$ cat config.mk
export PLATFORM = sky130hd
export DESIGN_NAME = decode_rf_scoreboard
export DESIGN_NICKNAME = d
export VERILOG_FILES = /design/src/rtl/decode_pkg.sv /design/src/rtl/rf_array.sv /design/src/rtl/decode_rf_scoreboard.sv
export SDC_FILE = /design/constraint.sdc
export NUM_CORES = 1
export LEC_CHECK = 0
export CORE_MARGIN = 10
export CORE_UTILIZATION = 47
export DETAILED_ROUTE_END_ITERATION = 6
export HOLD_SLACK_MARGIN = 0.02
export MAX_ROUTING_LAYER = met4
export PLACE_DENSITY = 0.68
export SYNTH_ARGS = -nofsm -noshare
export SYNTH_HDL_FRONTEND = slang
export SYNTH_SLANG_ARGS = --single-unit
$ cat constraint.sdc
create_clock -name clk -period 18.2 [get_ports clk]
set_clock_uncertainty 0.15 [all_clocks]
set_input_delay 5.46 -clock clk [delete_from_list [all_inputs] [get_ports clk]]
set_output_delay 5.46 -clock clk [all_outputs]
set_load 0.1 [all_outputs]
$ cat src/rtl/decode_pkg.sv
// decode_pkg: shared decode-stage types and default sizing
package decode_pkg;
   localparam int PKG_DATA_W   = 16;
   localparam int PKG_NUM_REGS = 8;
   localparam int PKG_ADDR_W   = $clog2(PKG_NUM_REGS);
   localparam int PKG_MAX_INFL = 3;
   typedef enum logic [1:0] {RUN, DRAIN, HALTED} state_t;
   typedef struct packed {
      logic [PKG_DATA_W-1:0] a;
      logic [PKG_DATA_W-1:0] b;
      logic [PKG_ADDR_W-1:0] rd;
      logic                  rd_wr;
   } id_ex_t;
endpackage

$ cat src/rtl/rf_array.sv
// rf_array: NUM_REGS x DATA_W register file, two combinational reads, one write
//   clk, rst           clock, async active-high reset (clears all registers)
//   we, wsel, wdata    write port, written on the rising edge
//   sel_a/sel_b        read selects; rdata_a/rdata_b see a same-cycle write (bypass)
module rf_array
   import decode_pkg::*;
#(
   parameter int DATA_W   = PKG_DATA_W,
   parameter int NUM_REGS = PKG_NUM_REGS
) (
   input  logic                         clk,
   input  logic                         rst,
   input  logic                         we,
   input  logic [$clog2(NUM_REGS)-1:0]  wsel,
   input  logic [DATA_W-1:0]            wdata,
   input  logic [$clog2(NUM_REGS)-1:0]  sel_a,
   input  logic [$clog2(NUM_REGS)-1:0]  sel_b,
   output logic [DATA_W-1:0]            rdata_a,
   output logic [DATA_W-1:0]            rdata_b
);
   logic [DATA_W-1:0] mem [NUM_REGS];
   always_ff @(posedge clk or posedge rst)
      if (rst) for (int r = 0; r < NUM_REGS; r++) mem[r] <= '0;
      else if (we) mem[wsel] <= wdata;
   assign rdata_a = (we && wsel == sel_a) ? wdata : mem[sel_a];
   assign rdata_b = (we && wsel == sel_b) ? wdata : mem[sel_b];
endmodule

$ cat src/rtl/decode_rf_scoreboard.sv
// decode_rf_scoreboard: register read with scoreboard interlock and ID/EX output stage
//   clk, rst                      clock, async active-high reset
//   in_valid/in_ready             decoded instruction handshake
//   in_rs/in_rt (+_used)          source selects and their qualifiers
//   in_rd, in_rd_wr, in_halt      destination, write flag, HALT opcode
//   wb_en, wb_sel, wb_data        writeback into the register file
//   out_valid/out_ready           ID/EX payload handshake
//   out_a, out_b, out_rd, out_rd_wr  payload
//   dump                          halted with empty scoreboard
//   err                           sticky: writeback to a register with no write in flight
module decode_rf_scoreboard
   import decode_pkg::*;
#(
   parameter int DATA_W   = PKG_DATA_W,
   parameter int NUM_REGS = PKG_NUM_REGS,
   parameter int MAX_INFL = PKG_MAX_INFL
) (
   input  logic                         clk,
   input  logic                         rst,
   input  logic                         in_valid,
   output logic                         in_ready,
   input  logic [$clog2(NUM_REGS)-1:0]  in_rs,
   input  logic                         in_rs_used,
   input  logic [$clog2(NUM_REGS)-1:0]  in_rt,
   input  logic                         in_rt_used,
   input  logic [$clog2(NUM_REGS)-1:0]  in_rd,
   input  logic                         in_rd_wr,
   input  logic                         in_halt,
   input  logic                         wb_en,
   input  logic [$clog2(NUM_REGS)-1:0]  wb_sel,
   input  logic [DATA_W-1:0]            wb_data,
   output logic                         out_valid,
   input  logic                         out_ready,
   output logic [DATA_W-1:0]            out_a,
   output logic [DATA_W-1:0]            out_b,
   output logic [$clog2(NUM_REGS)-1:0]  out_rd,
   output logic                         out_rd_wr,
   output logic                         dump,
   output logic                         err
);
   localparam int ADDR_W = $clog2(NUM_REGS);
   localparam int CNT_W  = $clog2(MAX_INFL + 1);
   localparam logic [CNT_W-1:0] CNT_MAX = CNT_W'(MAX_INFL);
   localparam logic [CNT_W-1:0] CNT_ONE = CNT_W'(1);
   state_t state, state_nx;
   id_ex_t q;
   logic [CNT_W-1:0] cnt    [NUM_REGS];
   logic [CNT_W-1:0] cnt_nx [NUM_REGS];
   logic [NUM_REGS-1:0] inc, dec;
   logic [DATA_W-1:0] rd_a, rd_b;
   logic wr_eff, haz_rs, haz_rt, full, accept, sb_empty;
   rf_array #(.DATA_W(DATA_W), .NUM_REGS(NUM_REGS)) u_rf (
      .clk(clk), .rst(rst), .we(wb_en), .wsel(wb_sel), .wdata(wb_data),
      .sel_a(in_rs), .sel_b(in_rt), .rdata_a(rd_a), .rdata_b(rd_b)
   );
   // HALT never claims its rd, even if the decoder left in_rd_wr set
   assign wr_eff = in_rd_wr & ~in_halt;
   // A single pending write resolving this cycle is covered by the rf bypass
   assign haz_rs = in_rs_used & ((cnt[in_rs] > CNT_ONE) | (cnt[in_rs] == CNT_ONE & ~(wb_en & wb_sel == in_rs)));
   assign haz_rt = in_rt_used & ((cnt[in_rt] > CNT_ONE) | (cnt[in_rt] == CNT_ONE & ~(wb_en & wb_sel == in_rt)));
   assign full = wr_eff & (cnt[in_rd] == CNT_MAX);
   assign in_ready = (state == RUN) & (~out_valid | out_ready) & ~haz_rs & ~haz_rt & ~full;
   assign accept = in_valid & in_ready;
   always_comb begin
      inc = '0;
      dec = '0;
      sb_empty = 1'b1;
      for (int r = 0; r < NUM_REGS; r++) begin
         inc[r] = accept & wr_eff & (in_rd == ADDR_W'(r));
         dec[r] = wb_en & (wb_sel == ADDR_W'(r));
         cnt_nx[r] = (inc[r] & ~dec[r] & cnt[r] != CNT_MAX) ? cnt[r] + 1'b1 :
                     (dec[r] & ~inc[r] & cnt[r] != '0) ? cnt[r] - 1'b1 : cnt[r];
         if (cnt[r] != '0) sb_empty = 1'b0;
      end
   end
   always_ff @(posedge clk or posedge rst)
      if (rst) for (int r = 0; r < NUM_REGS; r++) cnt[r] <= '0;
      else for (int r = 0; r < NUM_REGS; r++) cnt[r] <= cnt_nx[r];
   always_ff @(posedge clk or posedge rst)
      if (rst) err <= 1'b0;
      else if (wb_en && cnt[wb_sel] == '0) err <= 1'b1;
   always_ff @(posedge clk or posedge rst)
      if (rst) begin
         out_valid <= 1'b0;
         q <= '0;
      end else if (accept) begin
         out_valid <= 1'b1;
         q <= '{a: rd_a, b: rd_b, rd: in_rd, rd_wr: wr_eff};
      end else if (out_ready) out_valid <= 1'b0;
   assign out_a     = q.a;
   assign out_b     = q.b;
   assign out_rd    = q.rd;
   assign out_rd_wr = q.rd_wr;
   always_ff @(posedge clk or posedge rst)
      if (rst) state <= RUN;
      else state <= state_nx;
   always_comb begin
      state_nx = state;
      if (state == RUN && accept && in_halt) state_nx = DRAIN;
      else if (state == DRAIN && sb_empty && !out_valid) state_nx = HALTED;
   end
   assign dump = (state == HALTED);
endmodule

# ---- After elaboration in Yosys (flattened, before gate mapping)
# Cells that the tools add are included.
dict set report totals {
  register_bits 184
  input_bits 37
  output_inout_bits 40
  word_cells 249
}
dict set report op_classes {
  n_addsub 16
  order_cmp 7
  eq_ne 29
  mux 51
  bitwise 92
  reduce_logical 31
}
# operator n
set ops {}
lappend ops {{bitwise mux 128 bit} 1}
lappend ops {{2-to-1 mux 16 bit} 7}
lappend ops {{binary-select mux 16 bit (select 3 bit)} 2}
lappend ops {{AND 1 bit} 62}
lappend ops {{2-to-1 mux 2 bit} 26}
lappend ops {{demux 16 bit (select 3 bit)} 1}
lappend ops {{nonzero test 2 bit} 18}
lappend ops {{binary-select mux 2 bit (select 3 bit)} 4}
lappend ops {{equality test 3 bit, second input constant} 8}
lappend ops {{NOT 1 bit} 23}
lappend ops {{adder 2 x 1 -> 2 bit, second input constant} 8}
lappend ops {{greater-or-equal comparator 4 bit, second input constant} 4}
lappend ops {{inequality test 2 bit, second input constant} 8}
lappend ops {{NOT 3 -> 4 bit} 4}
lappend ops {{subtractor 2 x 1 -> 2 bit, second input constant} 8}
lappend ops {{equality test 3 x 2 -> 1 bit, second input constant} 4}
lappend ops {{2-to-1 mux 1 bit} 10}
lappend ops {{logical AND 1 bit} 8}
lappend ops {{equality test 2 x 1 -> 1 bit, second input constant} 3}
lappend ops {{equality test 3 x 1 -> 1 bit, second input constant} 2}
lappend ops {{equality test 3 bit} 2}
lappend ops {{zero test 3 bit} 2}
lappend ops {{equality test 2 bit, second input constant} 2}
lappend ops {{greater-than comparator 2 x 1 -> 1 bit, second input constant} 2}
lappend ops {{other kinds (4)} 7}

# ---- Logic depth before layout (Yosys ltp)
# Gate-level depths: netlist (run 1).
dict set report logic_depth {
  ltp_word 20
  depth_mapped 10
}

# ---- Cells and area by module
# A second synthesis (run 1) with hierarchy kept.
dict set report unflattened {
  cells_unflattened 750
  area_unflattened_um2 10640.2
}
# module n_inst cells_per_inst area_per_inst_um2 seq_area_each_um2
set modules_own_cells {}
lappend modules_own_cells {rf_array 1 453 7369.6 3203.1}
lappend modules_own_cells {decode_rf_scoreboard 1 297 3270.6 1401.3}

# ---- Least setup slack after synthesis (run 1)
# OpenSTA, ideal clock, no wires.
dict set report synth_path {
  path_kind {input-to-output}
  from {input in_rt[0]}
  to {output in_ready}
  arrival_time_ps 7797
  required_ps 12590
  path_slack_ps 4793
  cell_stages 8
  path_buffers 2
  cell_sequence {buf_4 > xor2_1 > or4_1 > buf_2 > a2111oi_4 > a2bb2oi_4 > nand2_1 > inv_1}
}
dict set report synth_via {
  elab_chain_cells 11
  word_cells_on_any_way 15
  cone_classes {order compare: 1; eq/ne: 2; mux: 3; bitwise: 9}
}
# element line
set synth_lines {}
lappend synth_lines {{start, declared} decode_rf_scoreboard.sv:24} ;# input logic [$clog2(NUM_REGS)-1:0] in_rt,
lappend synth_lines {{NOT 3 -> 4 bit (implied by the code)} decode_rf_scoreboard.sv:60} ;# assign haz_rt = in_rt_used & ((cnt[in_rt] > CNT_ONE) | (cnt[in_rt] == CNT_ONE & ~(wb_en & wb_sel == in_rt)));
lappend synth_lines {{binary-select mux 2 bit (select 3 bit)} decode_rf_scoreboard.sv:60}
lappend synth_lines {{2-to-1 mux 2 bit (implied by the code) (2 in series)} decode_rf_scoreboard.sv:60}
lappend synth_lines {{equality test 2 x 1 -> 1 bit} decode_rf_scoreboard.sv:60}
lappend synth_lines {{AND 1 bit} decode_rf_scoreboard.sv:60}
lappend synth_lines {{OR 1 bit *} decode_rf_scoreboard.sv:60}
lappend synth_lines {{AND 1 bit *} decode_rf_scoreboard.sv:60}
lappend synth_lines {{NOT 1 bit *} decode_rf_scoreboard.sv:62} ;# assign in_ready = (state == RUN) & (~out_valid | out_ready) & ~haz_rs & ~haz_rt & ~full;
lappend synth_lines {{AND 1 bit * (2 in series)} decode_rf_scoreboard.sv:62}
lappend synth_lines {{end, declared} decode_rf_scoreboard.sv:21} ;# output logic in_ready,
# Mark *: on every way between the ends. The rest lies on a longest branch, timed or not. The select of a mux whose other input is x is not followed.

# ---- Final worst setup path (run 1)
dict set report layout_path {
  from {input in_rs[2]}
  to {output in_ready}
}
dict set report layout_via {
  elab_chain_cells 12
  word_cells_on_any_way 16
  cone_classes {order compare: 1; eq/ne: 2; mux: 3; bitwise: 10}
}
# element line
set layout_lines {}
lappend layout_lines {{start, declared} decode_rf_scoreboard.sv:22} ;# input logic [$clog2(NUM_REGS)-1:0] in_rs,
lappend layout_lines {{NOT 3 -> 4 bit (implied by the code)} decode_rf_scoreboard.sv:59} ;# assign haz_rs = in_rs_used & ((cnt[in_rs] > CNT_ONE) | (cnt[in_rs] == CNT_ONE & ~(wb_en & wb_sel == in_rs)));
lappend layout_lines {{binary-select mux 2 bit (select 3 bit)} decode_rf_scoreboard.sv:59}
lappend layout_lines {{2-to-1 mux 2 bit (implied by the code) (2 in series)} decode_rf_scoreboard.sv:59}
lappend layout_lines {{equality test 2 x 1 -> 1 bit} decode_rf_scoreboard.sv:59}
lappend layout_lines {{AND 1 bit} decode_rf_scoreboard.sv:59}
lappend layout_lines {{OR 1 bit *} decode_rf_scoreboard.sv:59}
lappend layout_lines {{AND 1 bit *} decode_rf_scoreboard.sv:59}
lappend layout_lines {{NOT 1 bit *} decode_rf_scoreboard.sv:62}
lappend layout_lines {{AND 1 bit * (3 in series)} decode_rf_scoreboard.sv:62}
# Marks and branches as above.

==> qor.yml, run 1 <==
synthesis:
  seq_area_frac_synth: 0.4610
  synth_top_area_frac: 0.4610
  synthCells: 768
  synth_seq_cells: 184
  synth_edf_count: 0
  syn_avg_cell_area_um2: 13.01
  synth_area_leader_cell: "dfrtp_1"
  ys_types: 45
  ys.flop_type: "dfrtp_1"
  yosysWarnings: 0
  syn-cell-area_um2: 9988
  async_flop_share: 1.000
  synth_top_cells_by_area: "dfrtp_1 (46%), mux4_2 (17%), mux2_2 (15%), mux2i_1 (4.0%), nand2_1 (2.1%)"
  syn_nets: 805
detailed_routing:
  vias_per_cell: 6.015
  wire_per_inst_um: 22.48
  ant_nets: 0
  drc: 0
  firstDrtPassIters: 5
  routed_wl_um: 24670
  vias: 6598
  drt_iter0_drc: 535
timing:
  worstMarginPinSlew_ns: 1.162
  post-route-period-util: 0.8222
  max_freq_mhz: 66.82
  drv_slew: 0
  max_slew_margin: 0.2234
  setup_viol_count_final: 0
  fin_tns_setup_ns: 0
  final.min_clock_period_ns: 14.96
  rsz0062_at_grt: "no"
  hold_violations: 0
placement:
  hpwlAfterDp_um: 15350
  place.gp.congestion: 0.8806
  place_inst: 1065
  portBuffers: 76
cts:
  cts_tree: "built"
  htreeDepth: 4
  clock_sink_count: 184
  clk_latency_ns: 0.44
  cts_setup_buffers: 0
  hold_buffers: 0
  cts_buffers: 17
  path_clk_slew_ns: 0.07
  cts_resized: 0
  clockBufferDepth: 2
  cts-root-buf: "clkbuf_16"
finish:
  multi_input_area_um2: 5040
  n_fill_cell: 1738
  final_cells: 1097
  antenna_cells: 0
  nets: 846
  ff_latch_area_um2: 4604
  layout-drive-gt1-share: 0.3114
  area_growth_syn_to_layout_pct: 14.71
  final_cell_mix: "dfrtp_1 (184), mux2_2 (130), mux4_2 (74)"
  final_common_cell: "dfrtp_1"
critical_path:
  r2r-start: "cnt[5]"
  crit_required_ns: 12.59
  worst_setup_path_end_kind: "output pin"
  r2r_end: "out_a[9]"
  slowest_stage: "clkdlybuf4s50_1"
  worst-path-max-fanout: 19
  cp_data_arrival_time_ns: 9.35
  reg2reg_depth: 6
  r2r_slack_ns: 14.79
  critPathLaunchType: "primary input"
  path_class: "in -> out"
  path_cells: "clkdlybuf4s50_1, buf_4, xnor2_1, nand4_1, a211o_1, nand3_1, nand2_1, inv_1, clkdlybuf4s50_1"
  max_stage_delay_ns: 1.14
  crit_top_cell: "clkdlybuf4s50_1"
floorplanning:
  ios: 77
  fp.dieW_um: 165.8
  coreArea_um2: 20960
  row_count: 53
  dieHeight_um: 165.8
  start_util: 0.4767
  die_area_um2: 27480
grt:
  grt_overflow: 0
  grt.busiest_layer: "met2"
  grt_pass1_vias: 7042
  use_met2: 0.2961
  grtUsageMet3: 0.03786
  grtUsageMet1: 0.2254
  grt_pass1_wl_um: 39370
  grt_start_max_net_pins: 105
  grt_usage: 0.1835
  antenna_found_initial: 0
power:
  p_per_area_nw_per_um2: 149.1
  p_leak_nw: 4.867
  ir_drop_v: 0.00007777
run:
  cap_violations: 0
outcome:
  status: "finished clean"
worst_hold_path:
  holdCritPathClass: "reg -> reg"
  min_to: "err"
  min_path_cells: 1
  hp-start: "err"
worst max-delay path by stage:
stage	start	slack, ns	depth (start not counted)	to
after floorplan	in_rt[0]	4.79	8	in_ready
after global placement	in_rt[1]	3.36	8	in_ready
after detailed placement	in_rt[1]	3.27	8	in_ready
after CTS	in_rt[1]	3.25	8	in_ready
after global routing	in_rt[1]	3.04	8	in_ready
final	in_rs[2]	3.24	9	in_ready
cells by family (layout without fill, tap and decap cells):
kind of cell / Yosys count / after routing / synth area share
multiplexers: 262 / 262 / 0.3738
AND/OR/NAND/NOR: 157 / 157 / 0.07178
buffers and inverters: 78 / 132 / 0.03457
AO/OA/AOI/OAI: 81 / 81 / 0.05361
XOR/XNOR: 6 / 6 / 0.005262
flip-flops: 184 / 184 / 0.4610
worst max-delay path, delay by kind of cell:
kind | cells | cell delay (ns)
simple gates | 3 | 1.18
compound gates | 1 | 0.45
buf+inv | 4 | 2.09
xor+xnor | 1 | 0.17
sequential cells by signal, indices dropped and copies added, names as in the netlist:
signal     flops
u_rf.mem     128
cnt           16
out_a         16
out_b         16
out_rd         3
state          2
err            1
out_rd_wr      1
out_valid      1
power by group:
group / total [mW] / internal [mW] / switching (mW)
Combinational: 0.722 / 0.260 / 0.462
Clock: 0.373 / 0.207 / 0.166
Sequential: 0.613 / 0.523 / 0.0904
metrics by stage:
stage          hold WS [ns]    util  instance area [um2]  total power [mW]  worst slack, ns
2_1_floorplan        0.3087       -                 9988             1.168            4.793
3_3_place_gp         0.2963  0.5187                10870             1.322            3.359
3_5_place_dp         0.2964  0.5187                10870             1.344            3.267
4_1_cts              0.3116  0.5468                11460             1.717            3.249
5_1_grt              0.3523  0.5468                11460             1.784            3.042
6_report             0.3089  0.5468                11460             1.708            3.235
metal layers:
metal / wire [um] / vias to the layer above
met3: 1392 / 39
met2: 12310 / 220
met4: 470 / 0
met5: 0 / -
met1: 10490 / 3397
li1: - / 2942
synthesized netlist by cell type, types with 3 or more instances:
cell / instances
inv_1: 12
nor2b_1: 6
o22ai_1: 7
buf_6: 4
xor2_1: 3
mux4_2: 74
nand3_1: 7
clkbuf_1: 42
buf_2: 3
nand2_1: 57
o211ai_1: 7
nand4_1: 12
and3_1: 3
nor2_1: 51
a21o_1: 11
mux2_2: 130
xnor2_1: 3
mux2i_1: 40
mux2_1: 18
and2_1: 8
o21ai_0: 5
dfrtp_1: 184
buf_1: 14
a21oi_1: 40
final cells by class:
| cell class | instances | area share |
|---|---|---|
| repair buffers | 88 | 0.07251 |
| well taps | 275 | 0.03003 |
| clock buffers | 19 | 0.03866 |
| multi-input cells | 506 | 0.4399 |
| clock inverters | 13 | 0.01267 |
| inverters | 12 | 0.004368 |
| flip-flops and latches | 184 | 0.4019 |
(Power assumes the default switching activity.)
==> run 2: changes to the inputs <==
Clock period 18.2 ns to 14.18 ns, I/O delays scaled along.
==> qor.yml, run 2 (synthesis gave the netlist of run 1 again) <==
floorplanning:
  die_area_um2: 27480  # unchanged
  dieHeight_um: 165.8  # unchanged
  ios: 77  # unchanged
  start_util: 0.4767  # unchanged
  row_count: 53  # unchanged
  fp.dieW_um: 165.8  # unchanged
  coreArea_um2: 20960  # unchanged
grt:
  grt_pass1_vias: 7191  # +2.1%
  grt_overflow: 0  # unchanged
  antenna_found_initial: 0  # unchanged
  grt_pass1_wl_um: 40310  # +2.4%
  grt_start_max_net_pins: 110  # +4.8%
  grt_usage: 0.1871  # +0.003598
worst_hold_path:
  holdCritPathClass: "reg -> reg"
  hp-start: "err"
critical_path:
  path_class: "in -> out"
  r2r-start: "cnt[3]"
  cp-startpoint: "in_rt[1]"
  critPathLaunchType: "primary input"
  crit_required_ns: 9.78  # -2.81 ns
  cp_data_arrival_time_ns: 7.31  # -2.04 ns
  worst-path-max-fanout: 37  # +18
  worst_setup_path_end_kind: "output pin"
finish:
  fin_area_um2: 11400  # -0.49%
  ff_latch_area_um2: 4604  # unchanged
  antenna_cells: 0  # unchanged
  nets: 846  # unchanged
  n_fill_cell: 1772  # +2.0%
  final_cell_mix: "dfrtp_1 (184), mux2_2 (130), mux4_2 (74)"
  area_growth_syn_to_layout_pct: 14.14
  layout-drive-gt1-share: 0.3114  # unchanged
  final_common_cell: "dfrtp_1"
  largest_reg_flops: 128  # unchanged
  top_register: "u_rf.mem"
  multi_input_area_um2: 5040  # unchanged
cts:
  hold_buffers: 0  # unchanged
  cts_setup_buffers: 0  # unchanged
  clockBufferDepth: 2  # unchanged
  cts-root-buf: "clkbuf_16"
  clk_latency_ns: 0.44  # about the same
  cts_resized: 0  # unchanged
  path_clk_slew_ns: 0.07  # about the same
  cts_buffers: 17  # unchanged
  clock_sink_count: 184  # unchanged
  cts_tree: "built"
  htreeDepth: 4  # unchanged
power:
  power.share.switching: 0.4285  # +0.008123
  p_clk_frac: 0.204  # -0.014
  combinationalPowerShare: 0.430  # +0.008
  p_leak_nw: 4.855  # -0.24%
  p_switching_mw: 0.9228  # +28%
  ir_drop_v: 0.00008303  # +6.8%
  p_seq_frac: 0.366  # +0.007
  p_per_area_nw_per_um2: 188.9  # +27%
  intPower_mw: 1.231  # +24%
  finalPower_mw: 2.153  # +26%
timing:
  fin_tns_setup_ns: 0  # unchanged
  setup_viol_count_final: 0  # unchanged
  max_freq_mhz: 85.37
  timing.final.ws_setup_ns: 2.466  # -0.7696 ns
  drv_slew: 0  # unchanged
  max_slew_margin: 0.1751  # -0.04828
  final.min_clock_period_ns: 11.71
  hold_violations: 0  # unchanged
  rsz0062_at_grt: "no"
  worstMarginPinSlew_ns: 1.234  # +0.07225 ns
  post-route-period-util: 0.8261
placement:
  place.gp.congestion: 0.8696  # -1.2%
  hpwlAfterDp_um: 15600  # +1.6%
  dpl_cell_area_um2: 10870  # about the same
  portBuffers: 76  # unchanged
  place_ws_ns: 2.519  # -0.7487 ns
detailed_routing:
  routed_wl_um: 25160  # +2.0%
  vias: 6687  # +1.3%
  ant_nets: 0  # unchanged
  vias_per_cell: 6.096  # +1.3%
  wire_per_inst_um: 22.94  # +2.0%
  drt_iter0_drc: 652  # +22%
  firstDrtPassIters: 5  # unchanged
  drc: 0  # unchanged
run:
  cap_violations: 0  # unchanged
outcome:
  status: "finished clean"
-- run 2: changes by cell type in the layout (fill, tap and decap cells not counted) --
cell / change
clkinv_4: +4
inv_6: -2
inv_8: +1
clkdlybuf4s50_1: -1
clkbuf_8: -1
buf_4: +1
clkbuf_1: +1
clkinvlp_4: -3
bufinv_16: -2
clkinv_2: +2
-- run 2: stage by stage --
| step | utilization | std cells | hold slack (ns) |
|---|---|---|---|
| 4_1_cts | 0.5441 | 1097 | 0.3161 |
| 5_1_grt | 0.5441 | 1097 | 0.3251 |
| 2_1_floorplan | - | 768 | 0.3087 |
| 3_5_place_dp | 0.5186 | 1065 | 0.3028 |
| 6_report | 0.5441 | 1097 | 0.3171 |
| 3_3_place_gp | 0.5186 | 1065 | 0.2965 |
-- run 2: layout make-up --
cell class / instances / area share
multi-input combinational: 506 / 0.4421
clock inverter: 13 / 0.008889
timing repair buffer: 88 / 0.07265
clock buffer: 19 / 0.03797
inverter: 12 / 0.004390
tap: 275 / 0.03018
sequential: 184 / 0.4039
-- run 2: worst paths after layout --
path	slack (ns)	cells past startpoint	to
worst min register to register	0.32	1	err
min in group asynchronous	4.27	2	u_rf.mem[109]
worst max-delay path	2.47	8	in_ready
max in group asynchronous	8.05	3	u_rf.mem[118]
worst max register to register	10.79	6	out_a[2]
worst min-delay path	0.32	1	err
-- run 2: power by group through the flow --
| stage | sequential [mW] | combinational (mW) | clock (mW) |
|---|---|---|---|
| finish | 0.789 | 0.926 | 0.438 |
| detailed placement | 0.794 | 0.932 | 0 |
| global route | 0.806 | 0.975 | 0.469 |
| CTS | 0.785 | 0.935 | 0.444 |
| floorplan | 1.13 | 0.371 | 0 |
| global placement | 0.780 | 0.915 | 0 |
-- run 2: critical path: stages --
cell and delay, ns:
buf_2 0.79, xor2_1 0.20, or4_1 0.64, a2111oi_4 0.38
a2bb2oi_4 0.32, nand2_1 0.30, inv_1 0.12, buf_4 0.29
-- run 2: routing by layer --
| layer | up-vias | global-route usage | share of wire |
|---|---|---|---|
| met4 | 0 | 0.05855 | 0.021 |
| li1 | 2940 | - | - |
| met3 | 48 | 0.03597 | 0.059 |
| met1 | 3452 | 0.2285 | 0.42 |
| met2 | 247 | 0.3083 | 0.50 |
| met5 | - | - | 0 |
